## src/rtl/spi_controller.sv

```systemverilog
// spi_controller
//   SPI bus initiator for the opcode / operand / response protocol of the FPGA
//   SPI peripheral. A transaction is one opcode byte, then write_count_in
//   operand bytes (fetched over a tx valid/ready port), then read_count_in
//   response bytes (delivered as rx_valid_out pulses). SPI mode 0, MSB first.
//
// Ports
//   clock_in, reset_in          system clock, synchronous active-high reset
//   start_in, opcode_in,
//   write_count_in,
//   read_count_in               transaction request, latched when accepted
//   tx_data_in, tx_valid_in,
//   tx_ready_out                operand byte stream into the controller
//   rx_data_out, rx_valid_out   response byte stream out of the controller
//   busy_out, done_out          transaction status
//   spi_select_out,
//   spi_clock_out,
//   spi_data_out, spi_data_in   SPI pins (CS_n, SCK, MOSI, MISO)
//   fsm_state                   current FSM state, for debug and checkers
//
// Handshake: an operand byte moves on every rising clock edge where
// tx_valid_in and tx_ready_out are both high. tx_ready_out never depends
// combinationally on tx_valid_in; once tx_valid_in is raised the source holds
// it and tx_data_in stable until the transfer edge.

module spi_controller #(
  parameter int CLOCK_DIVIDER = 2
) (
  input  logic       clock_in,
  input  logic       reset_in,
  input  logic       start_in,
  input  logic [7:0] opcode_in,
  input  logic [7:0] write_count_in,
  input  logic [7:0] read_count_in,
  input  logic [7:0] tx_data_in,
  input  logic       tx_valid_in,
  output logic       tx_ready_out,
  output logic [7:0] rx_data_out,
  output logic       rx_valid_out,
  output logic       busy_out,
  output logic       done_out,
  output logic       spi_select_out,
  output logic       spi_clock_out,
  output logic       spi_data_out,
  input  logic       spi_data_in,
  output logic [2:0] fsm_state
);

  localparam logic [2:0] IDLE     = 3'd0;
  localparam logic [2:0] SETUP    = 3'd1;
  localparam logic [2:0] HIGH     = 3'd2;
  localparam logic [2:0] LOW      = 3'd3;
  localparam logic [2:0] NEXT     = 3'd4;
  localparam logic [2:0] HOLD     = 3'd5;
  localparam logic [2:0] DESELECT = 3'd6;

  localparam int DW = (CLOCK_DIVIDER > 1) ? $clog2(CLOCK_DIVIDER) : 1;
  localparam logic [DW-1:0] DIV_LAST = DW'(CLOCK_DIVIDER - 1);
  // done_out must be visible in the last DESELECT cycle, so it is registered
  // one cycle earlier (only meaningful when CLOCK_DIVIDER > 1).
  localparam logic [DW-1:0] DIV_PRE  = DW'((CLOCK_DIVIDER > 1) ? CLOCK_DIVIDER - 2 : 0);

  logic [2:0]    state;
  logic [DW-1:0] div_cnt;
  logic [2:0]    bit_cnt;
  logic [7:0]    wr_left;
  logic [7:0]    rd_left;
  logic          in_read;    // byte currently on the wire is a response byte
  logic [6:0]    tx_shift;   // bits still to send after the one on MOSI
  logic [7:0]    rx_shift;
  logic          div_last;

  assign div_last  = (div_cnt == DIV_LAST);
  assign busy_out  = (state != IDLE);
  assign fsm_state = state;

  always_ff @(posedge clock_in) begin
    if (reset_in) begin
      state          <= IDLE;
      div_cnt        <= '0;
      bit_cnt        <= 3'd7;
      wr_left        <= 8'd0;
      rd_left        <= 8'd0;
      in_read        <= 1'b0;
      tx_shift       <= 7'd0;
      rx_shift       <= 8'd0;
      rx_data_out    <= 8'd0;
      rx_valid_out   <= 1'b0;
      tx_ready_out   <= 1'b0;
      done_out       <= 1'b0;
      spi_select_out <= 1'b1;
      spi_clock_out  <= 1'b0;
      spi_data_out   <= 1'b0;
    end else begin
      rx_valid_out <= 1'b0;
      done_out     <= 1'b0;
      case (state)
        IDLE: begin
          if (start_in) begin
            wr_left        <= write_count_in;
            rd_left        <= read_count_in;
            tx_shift       <= opcode_in[6:0];
            spi_data_out   <= opcode_in[7];
            spi_select_out <= 1'b0;
            spi_clock_out  <= 1'b0;
            bit_cnt        <= 3'd7;
            div_cnt        <= '0;
            in_read        <= 1'b0;
            state          <= SETUP;
          end
        end

        SETUP: begin
          if (div_last) begin
            div_cnt       <= '0;
            spi_clock_out <= 1'b1;
            state         <= HIGH;
          end else begin
            div_cnt <= div_cnt + DW'(1);
          end
        end

        HIGH: begin
          if (div_last) begin
            div_cnt       <= '0;
            spi_clock_out <= 1'b0;
            rx_shift      <= {rx_shift[6:0], spi_data_in};
            spi_data_out  <= tx_shift[6];
            tx_shift      <= {tx_shift[5:0], 1'b0};
            state         <= LOW;
          end else begin
            div_cnt <= div_cnt + DW'(1);
          end
        end

        LOW: begin
          if (div_last) begin
            div_cnt <= '0;
            if (bit_cnt != 3'd0) begin
              bit_cnt       <= bit_cnt - 3'd1;
              spi_clock_out <= 1'b1;
              state         <= HIGH;
            end else begin
              // Byte boundary: decide what follows without spending an
              // extra cycle, so a transaction with nothing left goes
              // straight to HOLD.
              bit_cnt <= 3'd7;
              if (in_read) begin
                rx_valid_out <= 1'b1;
                rx_data_out  <= rx_shift;
              end
              if (wr_left != 8'd0) begin
                tx_ready_out <= 1'b1;
                state        <= NEXT;
              end else if (rd_left != 8'd0) begin
                rd_left      <= rd_left - 8'd1;
                in_read      <= 1'b1;
                tx_shift     <= 7'd0;
                spi_data_out <= 1'b0;
                state        <= NEXT;
              end else begin
                state <= HOLD;
              end
            end
          end else begin
            div_cnt <= div_cnt + DW'(1);
          end
        end

        NEXT: begin
          // While an operand is outstanding the divider is frozen, so a
          // stall keeps SCK low and select asserted. The handshake cycle
          // itself is the first of the CLOCK_DIVIDER low cycles.
          if (!(tx_ready_out && !tx_valid_in)) begin
            if (tx_ready_out) begin
              tx_ready_out <= 1'b0;
              wr_left      <= wr_left - 8'd1;
              tx_shift     <= tx_data_in[6:0];
              spi_data_out <= tx_data_in[7];
            end
            if (div_last) begin
              div_cnt       <= '0;
              spi_clock_out <= 1'b1;
              state         <= HIGH;
            end else begin
              div_cnt <= div_cnt + DW'(1);
            end
          end
        end

        HOLD: begin
          if (div_last) begin
            div_cnt        <= '0;
            spi_select_out <= 1'b1;
            spi_data_out   <= 1'b0;
            state          <= DESELECT;
            if (CLOCK_DIVIDER == 1) begin
              done_out <= 1'b1;
            end
          end else begin
            div_cnt <= div_cnt + DW'(1);
          end
        end

        DESELECT: begin
          if (div_last) begin
            div_cnt <= '0;
            state   <= IDLE;
          end else begin
            div_cnt <= div_cnt + DW'(1);
            if (div_cnt == DIV_PRE) begin
              done_out <= 1'b1;
            end
          end
        end

        default: begin
          state <= IDLE;
        end
      endcase
    end
  end

endmodule

```

## config.mk

```make
export PLATFORM = sky130hd
export DESIGN_NAME = spi_controller
export DESIGN_NICKNAME = d
export VERILOG_FILES = /design/src/rtl/spi_controller.sv
export SDC_FILE = /design/constraint.sdc
export NUM_CORES = 1
export LEC_CHECK = 0
export ABC_AREA = 1
export CORE_MARGIN = 1.5
export CORE_UTILIZATION = 40
export DETAILED_ROUTE_END_ITERATION = 8
export GPL_ROUTABILITY_DRIVEN = 1
export REMOVE_ABC_BUFFERS = 1
export SYNTH_ARGS = -nofsm -noshare
export SYNTH_HDL_FRONTEND = slang
export SYNTH_SLANG_ARGS = --single-unit
```

## constraint.sdc

```tcl
create_clock -name clock_in -period 2 [get_ports clock_in]
set_input_delay 0.2 -clock clock_in [delete_from_list [all_inputs] [get_ports clock_in]]
set_output_delay 0.2 -clock clock_in [all_outputs]
set_load 0.02 [all_outputs]
```

-- After elaboration in Yosys (flattened, before gate mapping)
Index checks and enable logic that the tools add are counted.
- bitwise operators: 4
- eq/ne operators: 18
- mux-type cells: 67
- add/sub/neg operators: 4
- reduce and logical (&&, ||, !) cells: 30
- operators with widths (kind ; count):
    $mux 8 ; 8
    $mux 7 ; 8
    $mux 3 ; 11
    $pmux 8 s2 ; 2
    $mux 1 ; 29
    $pmux 7 s4 ; 1
    $ne 2x2->1 const B ; 12
    $pmux 3 s7 ; 1
    $reduce_and 6->1 ; 3
    $reduce_bool 8->1 ; 2
    $sub 8x1->8 const B ; 2
    $pmux 1 s5 ; 2
    $reduce_and 10->1 ; 1
    $reduce_bool 5->1 ; 2
    $eq 3x3->1 const B ; 3
    $reduce_and 3->1 ; 3
    $reduce_and 9->1 ; 1
    $reduce_bool 3->1 ; 3
    $reduce_and 4->1 ; 2
    $reduce_bool 2->1 ; 4
    $eq 3x2->1 const B ; 2
    $pmux 1 s2 ; 3
    $pmux 3 s2 ; 1
    $reduce_and 5->1 ; 1
    other kinds (13) ; 16
- logic and storage cells: 138
- output and inout bits: 18
- register bits after elaboration: 53
- input bits: 37

-- Depth between registers and ports, before layout
- word-level depth: 6
- mapped depth: 12

-- Least setup slack after synthesis
Ideal clock, no wire load.
- path kind: flip-flop to flip-flop
- start point: register state[1], in the netlist fsm_state[1]
- end point: register wr_left[6]
- data required time: 1.884 ns
- cell stages (with the launch flop): 10
- buffers on the path: 2
- arrival: 1.433 ns
- setup slack: 0.452 ns
- cell sequence: dfxtp_1 -> buf_6 -> nor2_8 -> buf_6 -> nand3_4 -> nand2_4 -> nor2_4 -> o21ai_1 -> o21ai_0 -> nor2_1
- cells in the longest elaborated chain, start to end: 3
- elaborated cells between the ends (all ways): 8
- classes of those cells: 4 x eq/ne; 1 x mux; 3 x reduce/logical
- RTL lines (item ; RTL line ; source):
    from (decl) ; 63 ; logic [2:0] state;
    from (signal assigned) ; 79 ; state <= IDLE;
    from (signal assigned) ; 109 ; state <= SETUP;
    from (signal assigned) ; 117 ; state <= HIGH;
    $eq 3x3->1 / $logic_not 3->1 (equally long branches) ; 97 ; case (state)
    $ne 2x2->1 (no source line) / $reduce_bool 2->1 (equally long branches) ; -- ;
    $reduce_and 4->1 (no source line) ; -- ;
    to (signal assigned) ; 100 ; wr_left <= write_count_in;
    to (signal assigned) ; 177 ; wr_left <= wr_left - 8'd1;
    to (decl) ; 66 ; logic [7:0] wr_left;
Parallel ways exist; a longest one is shown, timed or not.
A chain may end at the register's enable or synchronous reset.

-- Worst setup path in the final report
- start point: register state[0], in the netlist fsm_state[0]
- end point: output fsm_state[0]
- RTL lines (item ; RTL line ; source):
    to (decl) ; 46 ; output logic [2:0] fsm_state
No word-level cell between the ends.

==> metrics <==
CP delay by family, top buffers and inverters; P_leak 1.74 nW; peak supply drop 0.455 mV; final hold violation count 0; critical-path cell list buf_4, clkdlybuf4s50_1; number of H-tree levels 2; internal power approximately 2.6 mW; ys async rst share 0; Max Slew Vio Count 0; most common cell after layout, fill and taps aside nand2_1; Initial Utilization 0.419; Syn Inst Count 461; final wirelength 7.71 mm; Slowest-stage cell, CP clkdlybuf4s50_1; Worst R2R Path Depth 10; via count 3085; First-pass DRT Iterations 4; Critical Path RT 1.80 ns; Rel. slew slack 0.581; Inserted Diodes 0; critical path class reg2out; Clk Tree Root Cell clkbuf_8; clk buf depth 2; CTS tree done; setup slack after layout roughly 0.17 ns; DR iter-0 viols 198; Switch Pwr about 2.4 mW; top post-synthesis cells by area dfxtp_1 (34%), nand2_1 (13%), nand3_1 (8.1%), nor2_1 (6.9%), a21oi_1 (6.6%); DIE WIDTH 90.9 um; status complete, no violations; Yosys top cell by area dfxtp_1; Hold Path Sink wr_left[4]; skew final 0.0123 ns; R2R Setup Slk 0.24 ns; final setup fails 0; Worst Hold Class in2reg; dpl cell area 0.00372 mm^2; layout cells sized above 1 0.0990; CP arrival 1.63 ns; pin count of the biggest net entering global routing 41; clock buffer count from CTS 5; crit start category flip-flop; Clock power frac 0.136; combinational share of power 0.560; Total GRT Usage 0.195; total grt overflow 0; FP Rows 31; Die Footprint 0.00826 mm^2; worst min-delay path startpoint write_count_in[4]; Tmin final 1.83 ns; R2R Path Start fsm_state[1]; Die H 90.9 um; vias in the first global route 2820; PortBufs 54; worst hold margin 0.461 ns; number of enable flip-flop cells after synthesis 0; register area share after synthesis 0.344; Mean Syn Cell Area 6.70 um^2; Buf/Inv on CP 2; slowest stage delay, CP 0.65 ns; crit end category output pin; max_cap viols 0; Synth warnings 0; cell area after synthesis 0.00309 mm^2; final net count 557; leading cell types in the layout, fill and taps excluded nand2_1 (107), nor2_1 (57), dfxtp_1 (53), clkdlybuf4s50_1 (53), nand3_1 (50); DRC 0; Critical Path Fanout Max 7; global-route wire length before repair 13.2 mm; dpl cells 606; ANT nets after route 0; Post-Layout Inst Area 0.00382 mm^2; antenna violations before repair 0; Netlist cell types 36; Worst-path clk slew 0.11 ns; CORE AREA 0.00737 mm^2; wire per inst 12.6 um; placer congestion estimate 0.888; drt via density 5.02; Synth-to-Final Area Change 23.6%; final std cells w/o fill 614; Place WS between 0.2 and 0.3 ns; RSZ-0062 raised after global routing false; placed wire-length estimate 5.58 mm; worst r2r dst rd_left[4]; Final Cycle Share 0.916; Num Clock Sinks 53; sequential share of power 0.303; pwr/cell area 1300 mW/mm^2; clock latency on the worst-skew pair 0.32 ns; Hold Path Cell Cnt 3; postcts setup bufs 0; IO Pins between 50 and 60; post-synth top area share 0.344; FMAX 0.546 GHz; Net Sw Frac 0.480; flip-flop and latch count after synthesis 53; Post-synth top flop dfxtp_1; worst-margin pin slew 0.625 ns
[stage by stage]
stage,total power [mW],utilization,setup TNS (ns)
2_1_floorplan,3.50,-,-0.716
6_report,4.95,0.518,0
3_5_place_dp,4.30,0.505,0
3_3_place_gp,4.28,0.505,0
4_1_cts,4.98,0.518,0
5_1_grt,5.44,0.518,0
[final cells by class]
class / instances / area, um^2
tap: 99 / 124
inverter: 43 / 166
clock inverter: 3 / 28.8
fill: 765 / 3550
sequential: 53 / 1060
clock buffer: 5 / 68.8
timing repair buffer: 65 / 634
multi-input combinational: 346 / 1730
[repair_timing]
| item | 4_1_cts | 5_1_grt |
|---|---|---|
| endpoints found under the setup margin | 1 | 0 |
| resized for setup | 1 | 0 |
| hold buffers | 0 | 0 |
[worst max path at each step]
stage | depth (start not counted) | start | end | slack [ns]
final | 2 | fsm_state[0] | fsm_state[0] | 0.17
after global routing | 10 | fsm_state[1] | in_read | 0.07
after CTS | 2 | fsm_state[0] | fsm_state[0] | 0.15
after detailed placement | 10 | fsm_state[1] | rd_left[1] | 0.26
after global placement | 10 | fsm_state[1] | rd_left[1] | 0.27
after floorplan | 7 | fsm_state[1] | rd_left[1] | -0.07
[logic make-up after synthesis]
family / after synthesis / synth area share
AOI/OAI and AO/OA: 95 / 0.162
xor gates and xnor gates: 1 / 0.00284
adders and majority gates: 6 / 0.0243
buffers and inverters: 62 / 0.0952
DFF: 53 / 0.344
muxes: 1 / 0.00324
and+or+nand+nor: 243 / 0.369
[synth_stat cells, types with 2 or more instances]
library cell / instances
nor2_4: 3
nor2_8: 2
nand3_1: 50
o21ai_0: 39
o21ai_1: 7
ha_1: 6
nand2_2: 6
nand2_1: 107
buf_2: 6
clkbuf_1: 4
o21ai_2: 3
buf_6: 5
a21oi_1: 41
nand4_1: 3
dfxtp_1: 53
nand2_4: 3
inv_1: 38
buf_4: 3
inv_2: 3
nor2_2: 6
inv_4: 2
nor2_1: 57
[power by group through the flow]
stage	combinational [mW]	sequential, mW	clock [mW]
finish	2.77	1.50	0.674
detailed placement	2.78	1.52	0
global placement	2.76	1.52	0
floorplan	1.90	1.61	0
global route	3.15	1.54	0.742
CTS	2.78	1.50	0.698
[sequential cells by signal (all words and copies together), names as in the netlist, 3 cells and up]
| name | flops |
|---|---|
| tx_shift | 7 |
| rx_shift | 8 |
| rd_left | 8 |
| rx_data_out | 8 |
| wr_left | 8 |
| fsm_state | 3 |
| bit_cnt | 3 |
[metal layers]
layer | part of all wire | up-vias | wire length (um) | track usage
met5 | 0 | - | 0 | 0
met4 | 0.013 | 0 | 99 | 0.0560
met3 | 0.038 | 8 | 294 | 0.0438
met2 | 0.45 | 57 | 3440 | 0.298
met1 | 0.50 | 1409 | 3880 | 0.274
li1 | - | 1611 | - | -
[tightest hold or removal path, cell delays in order]
cell and delay [ns]:
clkdlybuf4s50_1 0.40, nand2_1 0.06, a31oi_1 0.07
(Power assumes the default switching activity.)
